**config.mk**
```make
export PLATFORM = sky130hd
export DESIGN_NAME = abs_rr_sched
export DESIGN_NICKNAME = d
export VERILOG_FILES = /design/src/rtl/abs_rr_sched.sv
export SDC_FILE = /design/constraint.sdc
export NUM_CORES = 1
export LEC_CHECK = 0
export ABC_AREA = 1
export CORE_MARGIN = 1
export CORE_UTILIZATION = 40
export DETAILED_ROUTE_END_ITERATION = 10
export GPL_ROUTABILITY_DRIVEN = 1
export PLACE_DENSITY = 0.75
export SKIP_CTS_REPAIR_TIMING = 1
export SLEW_MARGIN = 15
export SYNTH_ARGS = -nofsm -noshare
export SYNTH_HDL_FRONTEND = slang
export SYNTH_SLANG_ARGS = --single-unit
export TNS_END_PERCENT = 20
```
**constraint.sdc**
```tcl
create_clock -name clk_i -period 5.45 [get_ports clk_i]
set_input_delay 0.8175 -clock clk_i [delete_from_list [all_inputs] [get_ports clk_i]]
set_output_delay 0.8175 -clock clk_i [all_outputs]
set_load 0.01 [all_outputs]
```
**src/rtl/abs_rr_sched.sv**
```systemverilog
// Round-robin arbiter feeding one shared two's-complement absolute-value unit
// with a single-entry valid/ready output stage. Optional: ABS_SIGN_OUT_EN adds res_sign_o.
module abs_rr_sched #(
    parameter int LENGTH  = 10,
    parameter int NUM_REQ = 4,
    parameter int ID_W    = $clog2(NUM_REQ)
) (
    input  logic                      clk_i,
    input  logic                      rst_n_i,
    input  logic [NUM_REQ-1:0]        req_valid_i,
    input  logic [NUM_REQ*LENGTH-1:0] req_data_i,
    output logic [NUM_REQ-1:0]        req_ready_o,
    output logic                      res_valid_o,
    output logic [LENGTH-1:0]         res_data_o,
    output logic [ID_W-1:0]           res_id_o,
    input  logic                      res_ready_i
`ifdef ABS_SIGN_OUT_EN
    ,
    output logic                      res_sign_o
`endif
);

    typedef enum logic {
        EMPTY = 1'b0,
        FULL  = 1'b1
    } state_t;

    state_t            state_q, state_d;
    logic [ID_W-1:0]   last_q;
    logic [ID_W-1:0]   gnt;
    logic              found;
    logic              any_valid;
    logic              load;
    logic [LENGTH-1:0] gnt_word;
    logic [LENGTH-1:0] gnt_abs;

    assign any_valid   = |req_valid_i;
    assign res_valid_o = (state_q == FULL);
    assign load        = (~res_valid_o | res_ready_i) & any_valid;

    // Search starts one past the last winner so every requester gets a turn.
    // NOTE: every variable driven here gets a default first; otherwise a path
    // that skips an assignment would infer a latch.
    always_comb begin
        gnt   = last_q;
        found = 1'b0;
        for (int i = 1; i <= NUM_REQ; i++) begin
            if (!found && req_valid_i[(int'(last_q) + i) % NUM_REQ]) begin
                gnt   = ID_W'((int'(last_q) + i) % NUM_REQ);
                found = 1'b1;
            end
        end
    end

    assign gnt_word    = req_data_i[int'(gnt)*LENGTH +: LENGTH];
    // The most-negative word wraps to itself, which reads correctly as unsigned.
    assign gnt_abs     = gnt_word[LENGTH-1] ? (~gnt_word + LENGTH'(1)) : gnt_word;
    assign req_ready_o = load ? (NUM_REQ'(1) << gnt) : '0;

    always_comb begin
        state_d = state_q;
        case (state_q)
            EMPTY:   if (load) state_d = FULL;
            FULL:    if (res_ready_i && !any_valid) state_d = EMPTY;
            default: state_d = EMPTY;
        endcase
    end

    // NOTE: sequential state uses non-blocking assignments so every register
    // samples pre-edge values regardless of statement order.
    always_ff @(posedge clk_i or negedge rst_n_i) begin
        if (!rst_n_i) begin
            state_q    <= EMPTY;
            last_q     <= ID_W'(NUM_REQ - 1);
            res_data_o <= '0;
            res_id_o   <= '0;
        end else begin
            state_q <= state_d;
            if (load) begin
                last_q     <= gnt;
                res_data_o <= gnt_abs;
                res_id_o   <= gnt;
            end
        end
    end

`ifdef ABS_SIGN_OUT_EN
    always_ff @(posedge clk_i or negedge rst_n_i) begin
        if (!rst_n_i) begin
            res_sign_o <= 1'b0;
        end else if (load) begin
            res_sign_o <= gnt_word[LENGTH-1];
        end
    end
`endif

endmodule
```
Word level (Yosys, flattened, before mapping). Index checks and enable logic that the tools add are counted.

Register bits: 15. Input port bits: 47. Output and inout bits: 17. Word-level logic and storage cells: 61.

Add/subtract/negate cells: 5. Multiply operators: 1. Magnitude comparators: 4. Shifts and indexed selects: 2. Multiplexer cells: 24. Bitwise operators: 8. Reduce and logical (&&, ||, !) cells: 13.

Operator list (number): indexed part select 40 x 7 -> 10 bit (1); less-than comparator 3 x 4 -> 1 bit (second input constant) (4); two-way mux 1 bit (13); adder 10 x 1 -> 10 bit (second input constant) (1); two-way mux 10 bit (1); NOT 10 bit (1); binary-select mux 1 bit (select 2 bit) (4); two-way mux 2 bit (4); OR reduction 2 bit (4); multiplier 2 x 3 -> 5 bit (second input constant) (1); adder 2 x 1 -> 2 bit (second input constant) (2); adder 2 bit (second input constant) (2); bitwise AND 1 bit (first input constant) (4); logical AND 1 bit (4); zero test 1 bit (4); two-way mux 4 bit (1); OR reduction 4 bit (1); << shifter 1 x 2 -> 4 bit (first input constant) (1); case mux 1 bit (2 select lines) (1); bitwise AND 1 bit (1); NOT 1 bit (1); bitwise OR 1 bit (1).

Logic depth before layout (Yosys ltp). Gate-level depths: netlist of the first run.

Depth in word-level cells: 21. Depth in mapped cells: 21. Mapped depth without buffers: 21.

Worst setup path before layout of the first run. OpenSTA, ideal clock, no wires.

Path type: in2out. Start: input port req_valid_i[0]. End: output port req_ready_o[1]. Arrival time: 1.855 ns. Required time: 4.633 ns. Path slack: 2.778 ns. Cell stages on the path: 12. Path buffers: 1. Cells stage by stage: inv_1 > nand2_1 > nand2_1 > nand2_1 > nand2_1 > nand2_2 > nand2_4 > nand2_4 > nand2_4 > buf_6 > nand2_1 > nor2_1.

Word-level cells in the longest chain between the ends: 15. Elaborated cells between the ends (all ways): 29. Classes of those cells: shift (1); mux (20); bitwise (1); reduce/logical (7).

Ends and longest elaborated chain: start, declared (line 10) `input logic [NUM_REQ-1:0] req_valid_i,`; binary-select mux 1 bit (select 2 bit) (line 48) `if (!found && req_valid_i[(int'(last_q) + i) % NUM_REQ]) begin`; two-way mux 1 bit (implied by the code) (2 in series) (line 48); two-way mux 1 bit (line 48); zero test 1 bit (line 48); logical AND 1 bit (line 48); two-way mux 1 bit (line 48); zero test 1 bit (line 48); logical AND 1 bit (line 48); two-way mux 1 bit (line 48); zero test 1 bit (line 48); logical AND 1 bit (line 48); two-way mux 2 bit (line 48); << shifter 1 x 2 -> 4 bit (line 58) `assign req_ready_o = load ? (NUM_REQ'(1) << gnt) : '0;`; two-way mux 4 bit * (line 58); end, declared (line 12) `output logic [NUM_REQ-1:0] req_ready_o,`.

Every way passes the cells marked *; elsewhere a longest branch is shown, timed or not. The select of a mux whose other input is x is not followed.

Worst setup path after layout of the first run. Same ends and word-level chain as after synthesis.

==> metrics.md, run 1 <==
| Metric | Value |
|---|---|
| Synth Warn # | 0 |
| Final Hold Fails | 0 |
| Number of placement rows | 22 |
| Critical Path Sink Type | primary output |
| Commonest non-fill, non-tap cells in the layout | nand2_1 (97), clkdlybuf4s50_1 (63), nand3_1 (41) |
| DR iter-0 viols | 62 |
| Reg clk slew, reported paths | 0.05 ns |
| Vias | between 1,500 and 2,000 |
| Minimum hold slack | slightly below 0.5 ns |
| GRT Util Overall | between 10% and 20% |
| Worst-Margin Slew | 0.650 ns |
| Post-route setup TNS | 0 ns |
| Kind of critical path | primary input to primary output |
| Fill count | around 360 |
| LEAKAGE | 1.13 nW |
| Initial antenna violation count | 0 |
| # IOs | 64 |
| Mapped Cells | 263 |
| Inserted Clock Buffers | 3 |
| Commonest non-fill, non-tap cell in the layout | nand2_1 |
| FF-to-FF End | res_data_o[6] |
| Mux contribution to synthesized area | 0% |
| Final clock skew | 0.00184 ns |
| Fmax | around 250 MHz |
| Die area | 4320 um2 |
| WL/cell | 10.3 um |
| RSZ-0062 raised after global routing | no |
| Nets@finish | 370 |
| Final worst slack | 1.48 ns |
| Max-slew violations | 0 |
| Mean Syn Cell Area | 6.17 um2 |
| Maximum Capacitance Violations | 0 |
| CP Data Arrival Time | 3.15 ns |
| Root buffer cell | clkbuf_8 |
| Vias/cell | 4.78 |
| Critical Path RT | 4.63 ns |
| Final Util | 60.4% |
| Synth Cell Area | around 1600 um2 |
| R2R depth | 18 |
| Post-Synth Adder-Cell Area | less than 1% |
| Bufs on Longest Clock Path | 2 |
| DRC Markers | 0 |
| Synth Net Count | 311 |
| Worst hold path class | flip-flop to flip-flop |
| Worst path max stage delay | 0.55 ns |
| Final GP Congestion | 0.870 |
| Status | finished clean |
| TritonCTS clock tree | built |
| Met2 WL post-DR | 1.67 mm |
| Antenna Violating Nets Remaining | 0 |
| Total grt overflow | 0 |
| Synth Area in Simple Gates | 56.0% |
| Initial Utilization | 43.0% |
| Routed WL | ~3.8 mm |
| #FFs+latches synth | 15 |
| CP Cell Sequence | clkdlybuf4s50_1, inv_1, nand2_1, nand2_1, nand2_1, nand2_1, nand2_2, nand3_4, nand2_4, nand2_1, nor2_1, clkdlybuf4s50_1 |
| Core area | about 3800 um2 |
| Combinational family with the most area after synthesis | simple AND/OR/NAND/NOR gates |
| Syn-to-layout area delta | 40.2% |
| Share of cells above drive strength 1 | about 14% |
| Clk_lat worst skew | 0.24 ns |
| Highest Signal Layer | met4 |
| Met3 wire length | 181 um |
| Vias in the first global route | 1,514 |
| Synth cell types | 31 |
| Hold Path Origin | res_data_o[8] |
| Antenna Cells | 0 |
| Detailed Place HPWL | 3.13 mm |
| Relative slew slack | 56.5% |
| Hold depth | 2 |
| Family with the most delay on the worst path | simple AND/OR/NAND/NOR gates |
| Input/output buffers | 63 |
| First-pass GRT wire length | 6.42 mm |
| Minimum clock period after layout | 3.97 ns |
| Tcrit/Tclk final | 72.8% |
| Drt first pass iters | 4 |
| Multi-input combinational cell area | 1040 um2 |
| FF+latch area | 378 um2 |
| Crit path max fanout | 24 |
| Register area share after synthesis | 23.3% |
| Pre-CTS setup slack | 1.48 ns |
| Power Density | around 800 nW/um2 |
| Hold EP | res_data_o[8] |
| Post-synthesis xor/xnor area fraction | less than 1% |
| Register-to-register setup slack | 2.56 ns |
| Slowest cell on crit path | clkdlybuf4s50_1 |
| H-Tree Depth | 1 |
| Final setup viols | 0 |
| CP Launch Type | primary input |
| Critical path's most frequent cell | nand2_1 |
| Buf+Inv Stages, Crit Path | 3 |
| Critical R2R Launch | last_q[0] |
| Synth Area in Compound Gates | 6.55% |
| Peak supply drop | about 0.33 mV |
| Sink Count | 15 |
| Largest net degree at the start of global routing | 25 |
| M1 WL | 1.93 mm |
| Chip height | 65.7 um |
| Die Wd | around 66 um |
## synthesized netlist by cell type (all sizes together)
library cell	count	share of area, %
dfrtp	13	20
nand3	44	15
nand4	2	0.77
nor2	13	3.5
inv	31	7.3
nand2	124	34
nand3b	5	2.3
dfstp	2	3.2
buf	9	5.3
ha	1	0.77
clkbuf	1	0.23
nor4	1	0.39
o21ai	11	4.3
a31oi	1	0.39
a21oi	2	0.62
o211ai	2	1.2
xnor2	1	0.54
## worst register-to-register path, stage by stage (launching register included)
cell and delay, ns:
dfstp_2 0.67, inv_2 0.15, nand2_1 0.08, nand2_1 0.09, nand2_2 0.13, nand2_4 0.07
nor2_1 0.12, nand3_1 0.11, nand2_2 0.23, inv_2 0.19, nand2_1 0.12, nand2_2 0.08
ha_1 0.23, nand3_1 0.11, nand2_1 0.09, nand2_1 0.08, nand3_1 0.07, nand3_1 0.09
nand2_1 0.06
## area by class of cell
| type | instances | share of cell area, % |
|---|---|---|
| clock buffer | 4 | 1.98 |
| inverter | 31 | 5.22 |
| multi-input combinational | 207 | 45.5 |
| sequential | 15 | 16.6 |
| tap | 48 | 2.64 |
| timing repair buffer | 64 | 28.0 |
## report_power, final
part           switching [mW]  leakage [nW]  internal (mW)
sequential             0.0429         0.176          0.172
clock                  0.0327        0.0228         0.0515
combinational           0.939         0.929          0.556
## registers in the layout (all words and copies together) (netlist names)
name,cells
res_data_o,10
last_q,2
res_id_o,2
res_valid_o,1
## cell families (layout without fill, tap and decap cells)
family                     Yosys count  count (layout)
and+or+nand+nor                    189             189
adders and majority gates            1               1
AOI/OAI and AO/OA                   16              16
xor gates and xnor gates             1               1
buffers and inverters               41              99
DFF                                 15              15
## layer usage
metal / vias to the layer above / GRT usage [%]
li1: 946 / -
met1: 758 / 26.2
met2: 56 / 30.1
met3: 2 / 0.694
met4: 0 / 5.16
met5: - / 0
## through the flow
| step | area (um2) | std cells | power (mW) |
|---|---|---|---|
| finish | 2280 | 369 | 1.79 |
| global route | 2280 | 369 | 2.01 |
| global placement | 2230 | 365 | 1.69 |
| detailed placement | 2230 | 365 | 1.71 |
| CTS | 2280 | 369 | 1.80 |
| floorplan | 1620 | 263 | 1.49 |
## worst max-delay path by stage
| stage | endpoint | slack, ns | startpoint | cells past startpoint |
|---|---|---|---|---|
| 3_5_place_dp | req_ready_o[1] | 1.48 | req_valid_i[0] | 12 |
| 4_1_cts | req_ready_o[1] | 1.48 | req_valid_i[0] | 12 |
| 5_1_grt | req_ready_o[1] | 1.26 | req_valid_i[0] | 12 |
| 6_report | req_ready_o[1] | 1.48 | req_valid_i[0] | 12 |
| 3_3_place_gp | req_ready_o[1] | 1.56 | req_valid_i[0] | 12 |
| 2_1_floorplan | req_ready_o[1] | 2.78 | req_valid_i[0] | 12 |
Power figures use the tool's default switching activity.
==> run 2, diff against run 1 <==
--- a/config.mk
+++ b/config.mk
@@ -10,7 +10,7 @@
 export CORE_UTILIZATION = 40
 export DETAILED_ROUTE_END_ITERATION = 10
 export GPL_ROUTABILITY_DRIVEN = 1
-export PLACE_DENSITY = 0.75
+export PLACE_DENSITY = 0.78
 export SKIP_CTS_REPAIR_TIMING = 1
 export SLEW_MARGIN = 15
 export SYNTH_ARGS = -nofsm -noshare
==> constraint.sdc (replaced) <==
create_clock -name clk_i -period 3.3 [get_ports clk_i]
set_input_delay 0.495 -clock clk_i [delete_from_list [all_inputs] [get_ports clk_i]]
set_output_delay 0.495 -clock clk_i [all_outputs]
set_load 0.01 [all_outputs]
==> metrics.md, run 2 (synthesis gave the netlist of run 1 again) <==
| Metric | Value |
|---|---|
| Critical R2R Launch | last_q[0] |
| Hold depth | 2 |
| Largest regs | res_data_o x10, last_q x2, res_id_o x2 |
| Initial antenna violation count | 0 |
| Final worst slack | between 0.15 and 0.2 ns |
| Die Wd | around 66 um |
| Input/output buffers | 63 |
| GRT Util Overall | 19.4% |
| Minimum clock period after layout | slightly above 3 ns |
| Largest net degree at the start of global routing | 24 |
| Peak supply drop | 0.600 mV |
| Detailed Place HPWL | roughly 3.2 mm |
| Share of cells above drive strength 1 | approximately 15% |
| CP Launch Type | primary input |
| First-pass GRT wire length | 6.69 mm |
| Pre-CTS setup slack | 0.172 ns |
| Final GP Congestion | 0.827 |
| Critical Path RT | 2.80 ns |
| Final clock skew | 0.00112 ns |
| Inserted Clock Buffers | 3 |
| Fill count | approximately 380 |
| Nets@finish | 375 |
| H-Tree Depth | 1 |
| Final Hold Fails | 0 |
| Commonest non-fill, non-tap cells in the layout | nand2_1 (97), clkdlybuf4s50_1 (63), nand3_1 (41) |
| Hold EP | res_data_o[7] |
| Antenna Cells | 0 |
| Commonest non-fill, non-tap cell in the layout | nand2_1 |
| CP Data Arrival Time | around 2.6 ns |
| Register-to-register setup slack | 0.52 ns |
| Die area | between 4000 and 5000 um2 |
| Number of placement rows | 22 |
| Bufs on Longest Clock Path | 2 |
| Status | finished clean |
| Final setup viols | 0 |
| Root buffer cell | clkbuf_8 |
| Hold Path Origin | res_data_o[7] |
| Reg with most FFs | res_data_o |
| Final Power | 3.06 mW |
| Chip height | ~66 um |
| Syn-to-layout area delta | 42.6% |
| Clk_lat worst skew | 0.25 ns |
| Fmax | 321 MHz |
| Worst hold path class | flip-flop to flip-flop |
| Relative slew slack | roughly 57% |
| Worst-Margin Slew | 0.640 ns |
| R2R depth | 22 |
| TritonCTS clock tree | built |
| Total grt overflow | 0 |
| Initial Utilization | between 40% and 50% |
| Kind of critical path | primary input to primary output |
| # IOs | 64 |
| Vias | 1,771 |
| Max-slew violations | 0 |
| Drt first pass iters | 4 |
| Maximum Capacitance Violations | 0 |
| Vias in the first global route | 1,579 |
| Antenna Violating Nets Remaining | 0 |
| Sink Count | 15 |
| FF-to-FF End | res_data_o[8] |
| Final Util | around 61% |
| Post-route setup TNS | 0 ns |
| Vias/cell | ~4.7 |
| LEAKAGE | 1.15 nW |
| Max FFs per register | 10 |
| Crit path max fanout | 11 |
| RSZ-0062 raised after global routing | no |
| DR iter-0 viols | 76 |
| Tcrit/Tclk final | between 90% and 100% |
| Critical Path Sink Type | primary output |
| Core area | 3770 um2 |
| WL/cell | 10.5 um |
| Reg clk slew, reported paths | ~0.06 ns |
| DRC Markers | 0 |
| Power Density | around 1300 nW/um2 |
| Routed WL | 3.92 mm |
[run 2: changes by cell type in the layout (fill, tap and decap cells not counted)]
cell,previous run,this run
buf_4,1,6
[run 2: worst max path at each step]
stage                   start             end  slack [ns]  cells past startpoint
3_5_place_dp   req_valid_i[2]  req_ready_o[0]        0.17                     12
5_1_grt        req_valid_i[2]  req_ready_o[0]        0.02                     11
3_3_place_gp   req_valid_i[2]   res_data_o[6]        0.22                     20
4_1_cts             last_q[0]  req_ready_o[0]        0.08                     11
6_report       req_valid_i[2]  req_ready_o[0]        0.18                     11
2_1_floorplan       last_q[0]   res_data_o[6]        0.98                     20
[run 2: layout make-up]
class	count	area (um2)	area share, %
Clock buffer	4	45.0	1.95
Sequential cell	15	378	16.3
Inverter	31	119	5.14
Tap cell	48	60.1	2.60
Multi-Input combinational cell	207	1040	44.8
Timing Repair Buffer	69	676	29.2
[run 2: stage by stage]
| stage | instance area (um2) | hold WS (ns) | cells |
|---|---|---|---|
| finish | 2310 | 0.482 | 374 |
| global route | 2310 | 0.508 | 374 |
| CTS | 2300 | 0.487 | 372 |
| detailed placement | 2250 | 0.471 | 368 |
| global placement | 2250 | 0.467 | 368 |
| floorplan | 1620 | 0.199 | 263 |
[run 2: routing by layer]
layer / wire length, um / vias up / global-route usage (%)
li1: - / 954 / -
met1: 1940 / 763 / 27.0
met2: 1780 / 52 / 30.9
met3: 166 / 2 / 2.26
met4: 29 / 0 / 6.25
met5: 0 / - / 0
[run 2: worst max-delay path: stages]
cell and delay (ns):
clkdlybuf4s50_1 0.46, nand2_1 0.09, nand2_1 0.09, nand2_2 0.13, nand2_4 0.07, nor2_1 0.13
nand3_1 0.10, nand2_2 0.21, inv_2 0.14, nor2_1 0.14, clkdlybuf4s50_1 0.55
[run 2: power breakdown]
part	internal [mW]	switching, mW
logic	0.982	1.59
clock network	0.0855	0.0607
registers	0.284	0.0551
total	1.35	1.70
==> run 3, diff against run 2 <==
==> constraint.sdc (replaced) <==
create_clock -name clk_i -period 2.5 [get_ports clk_i]
set_input_delay 0.375 -clock clk_i [delete_from_list [all_inputs] [get_ports clk_i]]
set_output_delay 0.375 -clock clk_i [all_outputs]
set_load 0.01 [all_outputs]
==> metrics.md, run 3 (synthesis gave the netlist of run 1 again) <==
| Metric | Value |
|---|---|
| Status | finished with violations |
| Failing checks | setup timing |
| CP Cell Sequence | inv_2, nand2_1, nand2_1, nand2_2, nand2_4, inv_4, nand2_4, nand2_4, nand2_4, buf_4, buf_4, nand2_1, nand3_1, nand2_2, nand2_1, nor2_1, nand2_1, nand2_1, nand2_1, nand3_1, nand2_1 |
| Total grt overflow | 0 |
| Buf+Inv Stages, Crit Path | 4 |
| Vias/cell | 4.78 |
| Critical R2R Launch | last_q[0] |
| Multi-input combinational cell area | ~1100 um2 |
| Minimum hold slack | 0.480 ns |
| Bufs on Longest Clock Path | 2 |
| Largest regs | res_data_o x10, last_q x2, res_id_o x2 |
| Reg with most FFs | res_data_o |
| Inserted Clock Buffers | 3 |
| Chip height | between 60 and 70 um |
| R2R depth | 21 |
| Final setup viols | 2 |
| DRC Markers | 0 |
| Worst-Margin Slew | 0.698 ns |
| Relative slew slack | 53.3% |
| WL/cell | 10.7 um |
| Worst hold path class | flip-flop to flip-flop |
| Commonest non-fill, non-tap cell in the layout | nand2_1 |
| RSZ-0062 raised after global routing | yes |
| CP Data Arrival Time | 2.67 ns |
| Fmax | 395 MHz |
| Register-to-register setup slack | -0.03 ns |
| Critical path's most frequent cell | nand2_1 |
| Fill count | 340 |
| Vias | 1,927 |
| First-pass GRT wire length | slightly below 7 mm |
| Post-Place Cells | approximately 400 |
| CP Launch Type | flip-flop |
| Final worst slack | -0.0304 ns |
| Critical Path RT | 2.64 ns |
| Die Wd | 65.7 um |
| FF+latch area | between 300 and 400 um2 |
| Minimum clock period after layout | 2.53 ns |
| Input/output buffers | 63 |
| # IOs | 64 |
| Critical Path Sink Type | flip-flop |
| Initial Utilization | between 40% and 50% |
| Final GP Congestion | 0.833 |
| Reg clk slew, reported paths | 0.06 ns |
| TritonCTS clock tree | built |
| Hold Path Origin | res_data_o[6] |
| FF-to-FF End | res_data_o[7] |
| DR iter-0 viols | 67 |
| Maximum Capacitance Violations | 0 |
| Nets@finish | between 400 and 500 |
| Family with the most delay on the worst path | simple AND/OR/NAND/NOR gates |
| Layout Cells excl Fill | 403 |
| Slowest cell on crit path | dfstp_2 |
| Max-slew violations | 0 |
| Hold EP | res_data_o[6] |
| Root buffer cell | clkbuf_8 |
| Tcrit/Tclk final | 101% |
| Antenna Cells | 0 |
| Die area | 4320 um2 |
| Hold depth | 2 |
| Clk_lat worst skew | 0.25 ns |
| GRT Util Overall | 20.1% |
| Antenna Violating Nets Remaining | 0 |
| Max FFs per register | 10 |
| Final Hold Fails | 0 |
| Number of placement rows | 22 |
| H-Tree Depth | 1 |
| Sink Count | 15 |
| Kind of critical path | flip-flop to flip-flop |
| Syn-to-layout area delta | 58.8% |
| Worst path max stage delay | just under 0.6 ns |
| Final clock skew | 0.00154 ns |
| Detailed Place HPWL | 3.53 mm |
| Commonest non-fill, non-tap cells in the layout | nand2_1 (96), clkdlybuf4s50_1 (59), nand3_1 (41) |
| Largest net degree at the start of global routing | 16 |
| Vias in the first global route | 1,640 |
| Drt first pass iters | 4 |
| Final Util | 68.3% |
| Core area | 3770 um2 |
| Share of cells above drive strength 1 | 23.7% |
| Crit path max fanout | 8 |
| Routed WL | 4.30 mm |
| Initial antenna violation count | 0 |
| Post-route setup TNS | -0.0554 ns |
## run 3: worst min-delay path, cell delays in order, from the launching register on
cell and delay, ns:
dfrtp_1 0.34, nand2_1 0.05, nand2_1 0.05
## run 3: area by class of cell
type,count,area share [%]
clock inverter,1,0.194
sequential,15,14.7
multi-input combinational,207,41.1
timing repair buffer,98,35.5
clock buffer,3,1.60
inverter,31,4.61
tap,48,2.33
## run 3: metrics by stage
stage | setup slack, ns | instance area, um2
final | -0.0304 | 2580
after detailed placement | -0.232 | 2480
after CTS | -0.357 | 2530
after global placement | -0.190 | 2480
after global routing | -0.231 | 2580
after floorplan | 0.175 | 1620
## run 3: metal layers
layer / GRT usage, % / up-vias / routed length, um
met5: 0 / - / 0
li1: - / 1016 / -
met3: 1.56 / 3 / 206
met4: 6.25 / 0 / 17
met1: 25.3 / 851 / 1970
met2: 35.8 / 57 / 2100
## run 3: worst max path at each step
stage | to | start | depth (start not counted)
floorplan | res_data_o[6] | last_q[0] | 20
global placement | req_ready_o[2] | req_valid_i[2] | 12
detailed placement | req_ready_o[2] | req_valid_i[2] | 12
CTS | req_ready_o[2] | last_q[0] | 12
global route | res_data_o[7] | last_q[0] | 22
finish | res_data_o[7] | last_q[0] | 21
Power of run 3 is left out: the tool's default activity adds up to more than one toggle a clock period on the data nets, which glitch-free logic cannot reach.
